<file path="src/rtl/wb_regfile.sv">
// ============================================================================
//  Module   : wb_regfile
//  Purpose  : Writeback mux, 8-entry register file with bypassed read ports,
//             and a registered record of the most recent committed write.
//  Revision : 1.0
// ============================================================================
`default_nettype none

module wb_regfile #(
  parameter int DATA_W   = 8,
  parameter int NUM_REGS = 8,
  parameter int ADDR_W   = 3
) (
  input  logic              clk1,
  input  logic              rst_n,
  input  logic [DATA_W-1:0] alu_in,
  input  logic [DATA_W-1:0] mem_in,
  input  logic              MemToRegmux,
  input  logic              RegWrite_wb,
  input  logic [ADDR_W-1:0] rd_wb,
  input  logic              wb_stall,
  input  logic [ADDR_W-1:0] rs_addr,
  input  logic [ADDR_W-1:0] rt_addr,
  output logic [DATA_W-1:0] wb_data,
  output logic [DATA_W-1:0] rs_data,
  output logic [DATA_W-1:0] rt_data,
  output logic              wb_valid_q,
  output logic [ADDR_W-1:0] wb_addr_q,
  output logic [DATA_W-1:0] wb_data_q,
  output logic [15:0]       wb_count
);

  logic [DATA_W-1:0] r_regs [NUM_REGS];
  logic              w_we;

  assign wb_data = MemToRegmux ? mem_in : alu_in;

  // Writes to r0 are dropped here, so r_regs[0] never leaves its reset value.
  assign w_we = RegWrite_wb & ~wb_stall & (rd_wb != '0);

  always_ff @(posedge clk1 or negedge rst_n) begin
    if (!rst_n) begin
      for (int i = 0; i < NUM_REGS; i++) begin
        r_regs[i] <= '0;
      end
    end else if (w_we) begin
      r_regs[rd_wb] <= wb_data;
    end
  end

  always_ff @(posedge clk1 or negedge rst_n) begin
    if (!rst_n) begin
      wb_valid_q <= 1'b0;
      wb_addr_q  <= '0;
      wb_data_q  <= '0;
      wb_count   <= '0;
    end else begin
      wb_valid_q <= w_we;
      if (w_we) begin
        wb_addr_q <= rd_wb;
        wb_data_q <= wb_data;
        wb_count  <= wb_count + 16'd1;
      end
    end
  end

  // Reads are forced to zero during reset so a live write cannot leak through the bypass.
  assign rs_data = (!rst_n || rs_addr == '0) ? '0 :
                   (w_we && rs_addr == rd_wb) ? wb_data : r_regs[rs_addr];
  assign rt_data = (!rst_n || rt_addr == '0) ? '0 :
                   (w_we && rt_addr == rd_wb) ? wb_data : r_regs[rt_addr];

endmodule

`default_nettype wire

</file>
<file path="config.mk">
export PLATFORM = sky130hd
export DESIGN_NAME = wb_regfile
export DESIGN_NICKNAME = d
export VERILOG_FILES = /design/src/rtl/wb_regfile.sv
export SDC_FILE = /design/constraint.sdc
export NUM_CORES = 1
export LEC_CHECK = 0
export ABC_AREA = 0
export BUFFER_PORTS_ARGS = -buffer_cell sky130_fd_sc_hd__buf_4
export CAP_MARGIN = 20
export CORE_ASPECT_RATIO = 0.9
export CORE_MARGIN = 2
export CORE_UTILIZATION = 57
export DETAILED_ROUTE_END_ITERATION = 10
export GPL_TIMING_DRIVEN = 0
export HOLD_SLACK_MARGIN = 0.12
export PLACE_DENSITY_LB_ADDON = 0.2
export SYNTH_ARGS = -nofsm -noshare
export SYNTH_HDL_FRONTEND = slang
export SYNTH_SLANG_ARGS = --single-unit
</file>
<file path="constraint.sdc">
create_clock -name clk1 -period 2.4 [get_ports clk1]
set_input_delay 0.36 -clock clk1 [delete_from_list [all_inputs] [get_ports clk1]]
set_output_delay 0.36 -clock clk1 [all_outputs]
set_load 0.1 [all_outputs]
</file>
# --- After elaboration in Yosys (flattened, before gate mapping) ---
# Cells that the tools add are included.
word_totals:
  register_bits: 92
  inputBits: 30
  out_inout_bits: 52
  elab_cells: 48
classes:
  addsub: 1
  n_lt_le_gt_ge: 4
  eq_ne: 2
  muxes: 14
  n_bitwise: 6
  reduce_logical: 9
ops:
  columns: ["op", "count"]
  rows:
  - ["8-bit two-way mux", 10]
  - ["64-bit bitwise mux", 1]
  - ["8-bit binary-select mux with 3-bit select", 2]
  - ["8-bit demux with 3-bit select", 1]
  - ["16-bit by 1-bit adder with 16-bit output (second input constant)", 1]
  - ["4-bit >= comparator (second input constant)", 3]
  - ["3-bit inverter with 4-bit output", 3]
  - ["3-bit == test", 2]
  - ["3-bit zero test", 2]
  - ["4-bit by 1-bit < comparator with 1-bit output (second input constant)", 1]
  - ["1-bit logical AND", 3]
  - ["3-bit nonzero test", 1]
  - ["1-bit AND", 2]
  - ["1-bit logical OR", 2]
  - ["1-bit zero test", 1]
  - ["1-bit inverter", 1]

# --- Longest topological paths before layout ---
depth:
  word_depth: 6
  mapped_depth: 7
  ltp_nobuf: 5

# --- Worst setup path before layout ---
# No wires, ideal clock.
synth_path:
  path_kind: "input-to-output"
  startpoint: "input port rs_addr[1]"
  endpoint: "output port rs_data[0]"
  t_arrival_ns: 3.491
  required_time_ns: 2.040
  setup_slack_ns: -1.451
  stages: 5
  path_buffers: 1
  cell_sequence: "buf_2 xor2_1 nor3_2 a21oi_1 a211oi_1"
synth_between:
  elab_chain_len: 6
  elab_cells_between_ends: 10
  classes_between: "eq/ne (1); mux (5); bitwise (1); reduce/logical (3)"
synth_lines:
  columns: ["item", "line", "source"]
  rows:
  - ["start: declaration", "22", "input logic [ADDR_W-1:0] rs_addr,"]
  - ["3-bit inverter with 4-bit output (not written as such)", "69", "(w_we && rs_addr == rd_wb) ? wb_data : r_regs[rs_addr];"]
  - ["8-bit binary-select mux with 3-bit select", "69", null]
  - ["8-bit two-way mux (not written as such) (2 in a row)", "69", null]
  - ["8-bit two-way mux", "69", null]
  - ["8-bit two-way mux *", "68", "assign rs_data = (!rst_n || rs_addr == '0) ? '0 :"]
  - ["end: declaration", "25", "output logic [DATA_W-1:0] rs_data,"]
# Mark *: on every way between the ends. The rest lies on a longest branch, timed or not. The select of a mux whose other input is x is not followed.

# --- Final worst setup path ---
layout_path:
  startpoint: "input port rs_addr[2]"
  endpoint: "output port rs_data[5]"
# Same word-level chain as after synthesis.

==> results.py <==
metrics = {
    "placed_design": {
        "post-dp-hpwl_um": 9220,
        "dpl_cell_area_um2": 5930,
        "place.port_buffers": 71,
        "routabilityCongestion": 0.915,
    },
    "synth": {
        "synth_area_leader_cell": "sky130_fd_sc_hd__dfrtp_1",
        "netlist.area_leader.share": 0.468,
        "synth-xor-area-share": 0.0374,
        "synthTopCellsByArea": "sky130_fd_sc_hd__dfrtp_1, sky130_fd_sc_hd__mux4_1, sky130_fd_sc_hd__a21oi_1",
        "synth_simple_gate_area_frac": 0.102,
        "syn-mean-instance-area_um2": 11.4,
        "dominantRegCellSynth": "sky130_fd_sc_hd__dfrtp_1",
        "synth_cells": 430,
        "synthTopCellsByCount": "sky130_fd_sc_hd__dfrtp_1, sky130_fd_sc_hd__a21oi_1, sky130_fd_sc_hd__nor2_1, sky130_fd_sc_hd__nand2_1, sky130_fd_sc_hd__o21ai_1",
        "synth-seq-area-share": 0.468,
        "synth-warning-count": 0,
        "synth_seq_cells": 92,
        "asyncSetResetFlopFracSynth": 1.00,
        "synth_compound_area_frac": 0.111,
        "synth_top_family_by_area": "multiplexers",
        "synth.net_count": 461,
        "synthAdderAreaFrac": 0.00254,
        "synth.cell_area_um2": 4920,
        "yosysMostFrequentCell": "sky130_fd_sc_hd__dfrtp_1",
        "post_synth_num_cell_types": 39,
        "number_of_flops_mapped_to_enable_cells_by_yosys": 0,
        "synth_mux_area_frac": 0.222,
    },
    "finish": {
        "num-nets-final": 554,
        "multiInputGateArea_um2": 2730,
        "synthToLayoutAreaGrowth_pct": 34.3,
        "post_route_cells_drive_above_1_share": 0.388,
        "antenna_cells": 0,
        "design_area_um2": 6610,
        "register_area_um2": 2300,
        "fillers": 536,
    },
    "timing": {
        "setup-tns-final_ns": 0,
        "finalMaxSlewViolations": 0,
        "fin_worst_hold_slack_ns": -0.00957,
        "timing_worst_slew_pin_value_ns": 1.11,
        "final-hold-violation-count": 8,
        "highest_attainable_clock_frequency_mhz": 420,
        "max_slew_margin": 0.261,
        "grt_setup_unrepaired": "true",
        "period_share": 0.992,
        "setup_violations": 0,
        "layout_min_cycle_time_ns": 2.38,
        "clock_skew_ns": 0.00508,
    },
    "drt": {
        "totalWireLength_um": 14900,
        "routedWlPerCell_um": 23.1,
        "drtPass1Iterations": 5,
        "detail_route.iter0.violations": 426,
        "drt_via_density": 6.29,
        "drc_violation_count_after_routing": 0,
        "remaining_antenna_violation_count_after_routing": 0,
        "dr_total_vias": 4071,
    },
    "clock_tree": {
        "cts.clk_slew.worst_paths_ns": 0.10,
        "cts_made_buffers": 9,
        "ctsHtreeMaxLevel": 3,
        "numClockSinks": 92,
        "clock_tree.root_cell": "sky130_fd_sc_hd__clkbuf_8",
        "clock_latency_ns": 0.37,
        "ctsLongestPathBuffers": 2,
        "cts_tree": "built",
        "holdBufCountCts": 1,
    },
    "global_route": {
        "antenna_violations_before_repair": 0,
        "grt_pass1_vias": 3958,
        "grt_start_max_net_pins": 74,
        "grt_use_total": 0.323,
        "gr-total-overflow": 0,
        "grt_pass1_wl_um": 22000,
    },
    "pwr": {
        "power.total_w": 0.00577,
        "power_per_cell_area_nw_per_um2": 874,
        "total_leakage_power_nw": 2.83,
        "power.ir.vdd_worst_v": 0.000591,
    },
    "critical_path": {
        "timing.critical_path.fanout_max": 10,
        "critical_path.startpoint_type": "input port",
        "worstSetupEndpointType": "primary output",
        "worst_setup_path_class": "input port to primary output",
        "cp.required_ns": 2.04,
        "cp.arrival_ns": 2.02,
    },
    "floorplan": {
        "dieHeight_um": 92.1,
        "std_cell_rows": 32,
        "start_util": 0.580,
        "top_level_ports": 82,
        "die_w_um": 102,
        "die-area_um2": 9390,
        "design.core.area_um2": 8490,
    },
    "status": {
        "failed_checks": "negative hold slack",
        "outcome": "finished with violations",
    },
    "min_path": {
        "min-delay-path-class": "input port to async pin",
    },
    "job": {
        "max-cap-violations": 0,
    },
}
==> per-layer routing <==
metal	global-route usage	vias to the layer above	share of wire
li1	-	1713	-
met1	0.452	2082	0.39
met2	0.486	241	0.49
met3	0.0724	35	0.090
met4	0.148	0	0.021
met5	0	-	0
==> path summary, 6_finish.rpt <==
| path | from | to | slack [ns] | cells after the start |
|---|---|---|---|---|
| max reg2reg | wb_count[0] | wb_count[14] | 0.59 | 5 |
| max in group asynchronous | rst_n | r_regs[39] | 1.67 | 3 |
| max | rs_addr[2] | rs_data[5] | 0.02 | 5 |
| min reg2reg | wb_count[15] | wb_count[15] | 0.49 | 1 |
| min in group clk1 | rd_wb[1] | wb_addr_q[1] | 0.28 | 2 |
| min | rst_n | r_regs[42] | -0.01 | 2 |
==> cells by family after synthesis <==
logic type | count (synthesis)
DFF | 92
xor gates and xnor gates | 21
and+or+nand+nor | 104
adders and majority gates | 1
AOI/OAI and AO/OA | 99
muxes | 59
buffers and inverters | 54
==> power by group <==
part           switching (W)  leakage (nW)  internal [W]  total [W]
clock               0.000560         0.110      0.000619    0.00118
combinational        0.00162          1.58      0.000877    0.00250
sequential          0.000252          1.13       0.00185    0.00210
==> worst max-delay path, stage by stage <==
cell                       delay, ns
sky130_fd_sc_hd__buf_2          0.22
sky130_fd_sc_hd__buf_6          0.22
sky130_fd_sc_hd__o31ai_4        0.88
sky130_fd_sc_hd__a211oi_4       0.09
sky130_fd_sc_hd__buf_12         0.22
==> layout make-up <==
class                   instances  share of cell area
inverters                       8             0.00455
clock inverters                 5              0.0129
repair buffers                 82               0.130
well taps                     119              0.0225
plain buffers                  46              0.0475
flip-flops and latches         92               0.348
clock buffers                  11              0.0214
multi-input cells             284               0.413
==> placed cells by master, fill, tap and decap left out, types with 10 or more instances in the layout <==
master                     count
sky130_fd_sc_hd__buf_12       19
sky130_fd_sc_hd__a21oi_1      40
sky130_fd_sc_hd__buf_4        65
sky130_fd_sc_hd__nand2_1      30
sky130_fd_sc_hd__xor2_1       10
sky130_fd_sc_hd__a211oi_4     16
sky130_fd_sc_hd__mux4_2       24
sky130_fd_sc_hd__a21oi_4      13
sky130_fd_sc_hd__dfrtp_1      92
sky130_fd_sc_hd__o21ai_1      24
sky130_fd_sc_hd__mux2_2       12
sky130_fd_sc_hd__nor2_1       43
sky130_fd_sc_hd__clkbuf_8     10
sky130_fd_sc_hd__clkbuf_1     21
==> state kept, by name, summed over array words and instances, names as in the netlist <==
signal and cells:
wb_addr_q 3, wb_valid_q 1, wb_data_q 8, wb_count 16, r_regs 64
==> metrics by stage <==
step | util | cells | setup slack [ns]
2_1_floorplan | - | 430 | -0.0234
3_3_place_gp | 0.696 | 620 | -0.473
3_5_place_dp | 0.699 | 621 | -0.232
4_1_cts | 0.747 | 640 | -0.0196
5_1_grt | 0.778 | 647 | -0.0366
6_report | 0.778 | 647 | 0.0198
==> repair_timing <==
action / in CTS / in global routing
buffers inserted: 2 / 6
resized for setup: 42 / 60
endpoints found under the hold margin: 21 / 71
endpoints found under the setup margin: 16 / 16
pin swaps: 1 / 1
Power figures use the tool's default switching activity.
